File: config.mk
export PLATFORM = sky130hd
export DESIGN_NAME = ls_mem_arbiter
export DESIGN_NICKNAME = d
export VERILOG_FILES = /design/src/rtl/ls_mem_arbiter.sv
export SDC_FILE = /design/constraint.sdc
export NUM_CORES = 1
export LEC_CHECK = 0
export CORE_MARGIN = 4
export CORE_UTILIZATION = 38
export CTS_CLUSTER_SIZE = 16
export DETAILED_ROUTE_END_ITERATION = 16
export PLACE_DENSITY = 0.69
export RECOVER_POWER = 50
export SYNTH_ARGS = -nofsm -noshare
export SYNTH_HDL_FRONTEND = slang
export SYNTH_SLANG_ARGS = --single-unit
File: constraint.sdc
create_clock -name clk -period 3.6 [get_ports clk]
set_clock_uncertainty 0.15 [all_clocks]
set_input_delay 0.72 -clock clk [delete_from_list [all_inputs] [get_ports clk]]
set_output_delay 0.72 -clock clk [all_outputs]
set_load 0.01 [all_outputs]
File: src/rtl/ls_mem_arbiter.sv
// ==========================================================================
// ls_mem_arbiter: shares one byte-wide RAM port between IF and LS, byte-serial
// Rev 1.0
// ==========================================================================
`default_nettype none

module ls_mem_arbiter #(
  parameter int ADDR_W   = 32,
  parameter bit LS_FIRST = 1'b1
) (
  input  logic              clk,
  input  logic              rst_n,
  input  logic              if_req,
  input  logic [31:0]       if_addr,
  output logic              if_done,
  output logic [31:0]       if_data,
  input  logic              ls_req,
  input  logic [3:0]        ls_op,
  input  logic [31:0]       ls_addr,
  input  logic [31:0]       ls_wdata,
  output logic              ls_done,
  output logic [31:0]       ls_rdata,
  output logic [ADDR_W-1:0] mem_a,
  output logic              mem_wr,
  output logic [7:0]        mem_dout,
  input  logic [7:0]        mem_din,
  output logic              busy
);

  typedef enum logic [1:0] {
    IDLE = 2'd0,
    RD   = 2'd1,
    WR   = 2'd2,
    DONE = 2'd3
  } state_t;

  state_t      r_state;
  logic        r_prio_ls;
  logic        r_own_ls;
  logic [2:0]  r_op;
  logic [2:0]  r_n;
  logic [2:0]  r_k;
  logic [31:0] r_buf;
  logic [31:0] r_wdata;

  logic              w_grant_ls;
  logic [2:0]        w_op;
  logic [2:0]        w_n;
  logic [ADDR_W-1:0] w_addr;
  logic [1:0]        w_rd_lane;
  logic [1:0]        w_wr_lane;
  logic [31:0]       w_full;
  logic [31:0]       w_ext;
  logic              unused_addr_bits;

  // Both requesting: the priority owner wins; a lone requester always wins.
  assign w_grant_ls = ls_req && (!if_req || r_prio_ls);
  assign w_op       = w_grant_ls ? ls_op[2:0] : 3'b010;
  assign w_addr     = w_grant_ls ? ls_addr[ADDR_W-1:0] : if_addr[ADDR_W-1:0];
  assign unused_addr_bits = ^{if_addr, ls_addr};

  always_comb begin
    case (w_op[1:0])
      2'd0:    w_n = 3'd1;
      2'd1:    w_n = 3'd2;
      default: w_n = 3'd4;
    endcase
  end

  // Read data lags its address by one cycle, so byte k lands when r_k == k+1.
  assign w_rd_lane = r_k[1:0] - 2'd1;
  assign w_wr_lane = r_k[1:0] + 2'd1;

  always_comb begin
    w_full = r_buf;
    w_full[{w_rd_lane, 3'b000} +: 8] = mem_din;
  end

  always_comb begin
    case (r_op[1:0])
      2'd0:    w_ext = {{24{~r_op[2] & w_full[7]}}, w_full[7:0]};
      2'd1:    w_ext = {{16{~r_op[2] & w_full[15]}}, w_full[15:0]};
      default: w_ext = w_full;
    endcase
  end

  assign busy = (r_state != IDLE);

  always_ff @(posedge clk or negedge rst_n) begin
    if (!rst_n) begin
      r_state   <= IDLE;
      r_prio_ls <= LS_FIRST;
      r_own_ls  <= 1'b0;
      r_op      <= 3'd0;
      r_n       <= 3'd0;
      r_k       <= 3'd0;
      r_buf     <= 32'd0;
      r_wdata   <= 32'd0;
      if_done   <= 1'b0;
      if_data   <= 32'd0;
      ls_done   <= 1'b0;
      ls_rdata  <= 32'd0;
      mem_a     <= '0;
      mem_wr    <= 1'b0;
      mem_dout  <= 8'd0;
    end else begin
      case (r_state)
        IDLE: begin
          if (if_req || ls_req) begin
            r_own_ls <= w_grant_ls;
            if (if_req && ls_req) r_prio_ls <= ~r_prio_ls;
            r_op    <= w_op;
            r_n     <= w_n;
            r_k     <= 3'd0;
            r_wdata <= ls_wdata;
            mem_a   <= w_addr;
            if (w_grant_ls && ls_op[3]) begin
              mem_wr   <= 1'b1;
              mem_dout <= ls_wdata[7:0];
              r_state  <= WR;
            end else begin
              r_state <= RD;
            end
          end
        end
        RD: begin
          if (r_k != 3'd0) r_buf[{w_rd_lane, 3'b000} +: 8] <= mem_din;
          if (r_k == r_n) begin
            r_state <= DONE;
            if (r_own_ls) begin
              ls_done  <= 1'b1;
              ls_rdata <= w_ext;
            end else begin
              if_done <= 1'b1;
              if_data <= w_full;
            end
          end else begin
            if (r_k + 3'd1 < r_n) mem_a <= mem_a + ADDR_W'(1);
            r_k <= r_k + 3'd1;
          end
        end
        WR: begin
          if (r_k + 3'd1 < r_n) begin
            mem_a    <= mem_a + ADDR_W'(1);
            mem_dout <= r_wdata[{w_wr_lane, 3'b000} +: 8];
            r_k      <= r_k + 3'd1;
          end else begin
            mem_wr   <= 1'b0;
            r_state  <= DONE;
            ls_done  <= 1'b1;
            ls_rdata <= 32'd0;
          end
        end
        DONE: begin
          if_done  <= 1'b0;
          ls_done  <= 1'b0;
          if_data  <= 32'd0;
          ls_rdata <= 32'd0;
          r_state  <= IDLE;
        end
        default: r_state <= IDLE;
      endcase
    end
  end

endmodule

`default_nettype wire

# Yosys cells after proc, flatten, opt, wreduce, memory -nomap -nowiden
# Cells that the tools add are included.
[word_totals] elab_cells=107 register_bits=184 out_inout_bits=108 input_bits=112
[op_classes] muxes=40 addsub=5 shift=3 magnitude_cmp=1 bitwise_logic=4 eq_ne=14 reduce_logical=25
[op_table] operator="$mux 32" count=9
[op_table] operator="$pmux 32 s3" count=2
[op_table] operator="$pmux 32 s2" count=2
[op_table] operator="$add 32x1->32 const B" count=1
[op_table] operator="$bwmux 32" count=1
[op_table] operator="$shift 8x7->32 const A" count=1
[op_table] operator="$shiftx 32x6->8" count=1
[op_table] operator="$shiftx 8x7->32" count=1
[op_table] operator="$mux 8" count=3
[op_table] operator="$ne 2x2->1 const B" count=8
[op_table] operator="$pmux 8 s2" count=1
[op_table] operator="$reduce_and 4->1" count=4
[op_table] operator="$mux 3" count=4
[op_table] operator="$reduce_and 3->1" count=4
[op_table] operator="$pmux 3 s3" count=1
[op_table] operator="$reduce_bool 3->1" count=3
[op_table] operator="$mux 1" count=8
[op_table] operator="$mux 2" count=4
[op_table] operator="$pmux 2 s4" count=1
[op_table] operator="$neg 5->7" count=1
[op_table] operator="$eq 2x1->1 const B" count=3
[op_table] operator="$logic_not 2->1" count=3
[op_table] operator="$pmux 3 s2" count=1
[op_table] operator="$reduce_bool 2->1" count=3
[op_table] operator="14 further kinds" count=22

# Logic depth before layout (Yosys ltp)
[logic_depth] ltp_word=9 mapped_depth=11 depth_no_buf=8

# Worst setup path before layout
# Ideal clock, no wire load.
[synth_path] path_type="register to register" start="register r_k[0]" end="register ls_rdata[16]" arrival_time_ps=2672 period_less_slack_ps=2946 path_buffers=3 t_required_ps=3325 setup_slack_ps=654 setup_ps=125 path_stages_with_launch=11 cell_sequence="dfrtp_1 > buf_2 > inv_1 > ha_1 > ha_1 > nor2b_1 > o21ai_0 > a311o_1 > clkbuf_1 > buf_2 > mux2_2"
[synth_via] elab_chain_len=9 elab_cells_between_ends=17 cone_classes="3 x add/sub; 1 x order compare; 3 x eq/ne; 2 x shift; 5 x mux; 2 x bitwise; 1 x reduce/logical"
[synth_lines] element="from (decl)" line_no="42" rtl="logic [2:0] r_k;"
[synth_lines] element="from (signal assigned)" line_no="139" rtl="r_k <= r_k + 3'd1;"
[synth_lines] element="from (signal assigned)" line_no="146" rtl="r_k <= r_k + 3'd1;"
[synth_lines] element="$sub 2x1->2" line_no="71" rtl="assign w_rd_lane = r_k[1:0] - 2'd1;"
[synth_lines] element="$neg 5->7" line_no="76" rtl="w_full[{w_rd_lane, 3'b000} +: 8] = mem_din;"
[synth_lines] element="$shiftx 8x7->32 / $shift 8x7->32 (equally long branches)" line_no="76"
[synth_lines] element="$bwmux 32" line_no="76"
[synth_lines] element="$and 1x1->1 (on tied branches)" line_no="82, 81"
[synth_lines] element="$pmux 32 s2" line_no="80" rtl="case (r_op[1:0])"
[synth_lines] element="$mux 32" line_no="130" rtl="if (r_own_ls) begin"
[synth_lines] element="$mux 32" line_no="128" rtl="if (r_k == r_n) begin"
[synth_lines] element="$pmux 32 s3" line_no="107" rtl="case (r_state)"
[synth_lines] element="to (signal assigned)" line_no="132" rtl="ls_rdata <= w_ext;"
[synth_lines] element="to (decl)" line_no="22" rtl="output logic [31:0] ls_rdata,"
# Several ways; a longest one is shown, not always the timed one. The select of a mux whose other input is x is not followed.
# A chain may end at the register's enable or synchronous reset.

# Final worst setup path
[layout_path] start="register r_k[1]" end="register ls_rdata[25]"
# The elaborated chain is that of the path after synthesis.

==> metrics.cfg <==
[power]
power_leakage_nw=5.19
vdd_drop_max_mv=0.563
pwr_density_cell_nw_per_um2=919

[yosys]
avgSynthCellArea_um2=10.7
synth_edf_count=0
seq_area_frac_synth=0.497
ys_seq_elements=183
synth_flop_cell=dfrtp_1
syn_inst=864
ys_async_sr_fraction=1.00
ys_types=65
synth.net_count=989
synthesis.area_um2=9220
yosys_warnings=0

[critical_path]
rr_endpoint=ls_rdata[25]
crit_fanout=50
reg2reg_depth=7
cp-start-kind=register
crit_type=reg -> reg
endpoint_kind=register
cp_common_cell=ha_1
r2r_setup_slack_ps=530
reg2reg_from=r_k[1]
path_cells=inv_1 -> ha_1 -> ha_1 -> nor2b_1 -> o21ai_0 -> a311o_2 -> mux2_2
cp.required_ps=3770
crit_family=compound AO/OA/AOI/OAI gates
max_stage_delay_ps=860
crit_buf_inv=1
arrival_ps=3230
slowest_stage=a311o_2

[global_routing]
grt_usage=0.190
antenna_found_initial=0
grt_max_degree=76
grt.overflow.total=0
grt_pass1_wl_mm=40.6
grt_pass1_vias=7438

[cts]
clkLatencyLatePin_ps=420
htreeDepth=4
cts_made_buffers=17
clk_pin_slew_worst_paths_ps=80
cts_tree=yes
cts-root-buf=clkbuf_16
cts.repair.resized=0
cts_num_sinks=183
post_cts_buffers=0
cts_hold_buf=0
clock_path_buffers=2

[status]
status=complete, but fails checks
violations=capacitance limit, slew limit

[worst_hold_path]
hold_depth=2
hold_path_end=ls_rdata[5]
worstHoldStart=ls_rdata[5]
hold_path_class=reg -> reg

[finish]
final_area_um2=12400
drive_above_1_share=0.166
num-nets-final=1192
diodes=0
post-route-util=0.522
syn_to_final_growth_pct=33.9

[route]
wl_mm=25.7
ant_nets=0
via_per_inst=5.45
drc=0
firstDrtPassIters=5
wl_per_cell_um=18.4
vias=7622
first_iter_violations=511

[timing]
fmax_mhz=326
hold_violations=0
finalSetupTns_ps=0
setup_slack_ps=534
fin_crit_sh=0.852
slew_headroom=-0.305
worst_slew_pin_slew_ps=1960
final_max_slew_viol_count=75
rsz0062_at_grt=false
final-setup-viol-count=0
period_needed_ps=3070

[placed_design]
dpl.hpwl_mm=18.6
placed_cell_area_um2=11800
portBuffers=219
gp_congestion=0.822
pre_cts_slack_ps=348

[floorplanning]
dieArea_um2=26800
die_w_um=164
die_h_um=164
pin_count=220
row_count=56
design.core.area_um2=23700
start_util=0.389

[job]
max_cap_viol_count=1

==> power by group <==
group | switching (mW) | leakage, nW | internal [mW]
Clock | 0.894 | 0.287 | 0.989
Sequential | 0.652 | 2.36 | 2.90
Combinational | 3.20 | 2.54 | 2.71
Total | 4.75 | 5.19 | 6.60
==> flip-flops by register name (all words and copies together) (netlist names) <==
| signal | count |
|---|---|
| r_wdata | 32 |
| if_done | 1 |
| mem_wr | 1 |
| r_prio_ls | 1 |
| r_buf | 32 |
| r_state | 2 |
| r_own_ls | 1 |
| ls_rdata | 32 |
| r_k | 3 |
| r_op | 2 |
| r_n | 3 |
| ls_done | 1 |
| if_data | 32 |
| mem_dout | 8 |
| mem_a | 32 |
==> stage by stage <==
| stage | hold slack (ps) | power, mW | std cells |
|---|---|---|---|
| 4_1_cts | 199 | 11.5 | 1399 |
| 5_1_grt | 347 | 12.2 | 1399 |
| 3_5_place_dp | 313 | 9.54 | 1367 |
| 2_1_floorplan | 274 | 7.34 | 864 |
| 3_3_place_gp | 304 | 9.41 | 1367 |
| 6_report | 322 | 11.4 | 1399 |
==> cell type report <==
| cell class | instances | area (um2) |
|---|---|---|
| clock buffers | 18 | 429 |
| clock inverters | 14 | 155 |
| multi-input cells | 602 | 4340 |
| well taps | 319 | 399 |
| inverters | 22 | 82.6 |
| fillers | 2201 | 11300 |
| flip-flops and latches | 183 | 4580 |
| repair buffers | 241 | 2370 |
==> how the worst max path moves through the flow <==
stage           start      endpoint  slack, ps  cells after the start
2_1_floorplan  r_k[0]  ls_rdata[16]        650                     10
3_3_place_gp   ls_req     mem_a[10]        460                      8
3_5_place_dp   ls_req     mem_a[10]        350                      8
4_1_cts        r_k[1]  ls_rdata[17]        500                      7
5_1_grt         rst_n     mem_a[19]        250                      2
6_report       r_k[1]  ls_rdata[25]        530                      7
==> worst register-to-register path, cell delays in order, from the launching register on <==
cell	delay (ps)
dfrtp_1	430
inv_1	110
ha_1	310
ha_1	270
nor2b_1	140
o21ai_0	250
a311o_2	860
mux2_2	450
==> cells in the final DEF (no fill, tap or decap), types with 21 or more instances in the layout <==
| cell type | netlist | layout |
|---|---|---|
| inv_1 | 21 | 21 |
| o21ai_0 | 87 | 88 |
| nor2_1 | 22 | 22 |
| o22ai_1 | 26 | 26 |
| a21oi_1 | 29 | 29 |
| a31oi_1 | 24 | 24 |
| o2bb2ai_1 | 32 | 32 |
| nor2b_1 | 34 | 34 |
| nand2_1 | 77 | 77 |
| mux2_2 | 93 | 93 |
| clkdlybuf4s50_1 | 0 | 200 |
| dfrtp_1 | 182 | 182 |
==> cells in the mapped netlist, types with 5 or more instances <==
master       n  share of area
dfrtp_1    182           0.49
mux2_2      93           0.11
o21ai_0     87          0.047
nand2_1     77          0.031
clkbuf_1    37          0.015
nor2b_1     34          0.023
o2bb2ai_1   32          0.030
a21oi_1     29          0.016
o22ai_1     26          0.018
a31oi_1     24          0.016
nor2_1      22         0.0090
inv_1       21         0.0085
and3_1      15          0.010
buf_2       14         0.0076
nand3_1     14         0.0076
ha_1        13          0.018
nor3_1      13         0.0071
nand4_1     11         0.0075
mux2i_1     10          0.011
nor4_1       9         0.0061
mux4_2       8          0.020
o31ai_1      8         0.0065
a31o_2       7         0.0066
a211oi_1     5         0.0041
==> cell families (layout without fill, tap and decap cells) <==
group           after synthesis  count (layout)  synth area share
compound gates              253             253             0.178
xor+xnor                      4               4           0.00380
fa+ha+maj                    13              13            0.0176
buf+inv                      79             295            0.0362
flops                       183             183             0.497
mux                         111             111             0.144
simple gates                221             221             0.124
==> routing by layer <==
layer | global-route usage | vias up | part of all wire
met5 | 0 | - | 0
met2 | 0.306 | 230 | 0.47
met1 | 0.259 | 3767 | 0.45
li1 | - | 3607 | -
met3 | 0.0504 | 18 | 0.066
met4 | 0.0408 | 0 | 0.014
Power figures use the tool's default switching activity.
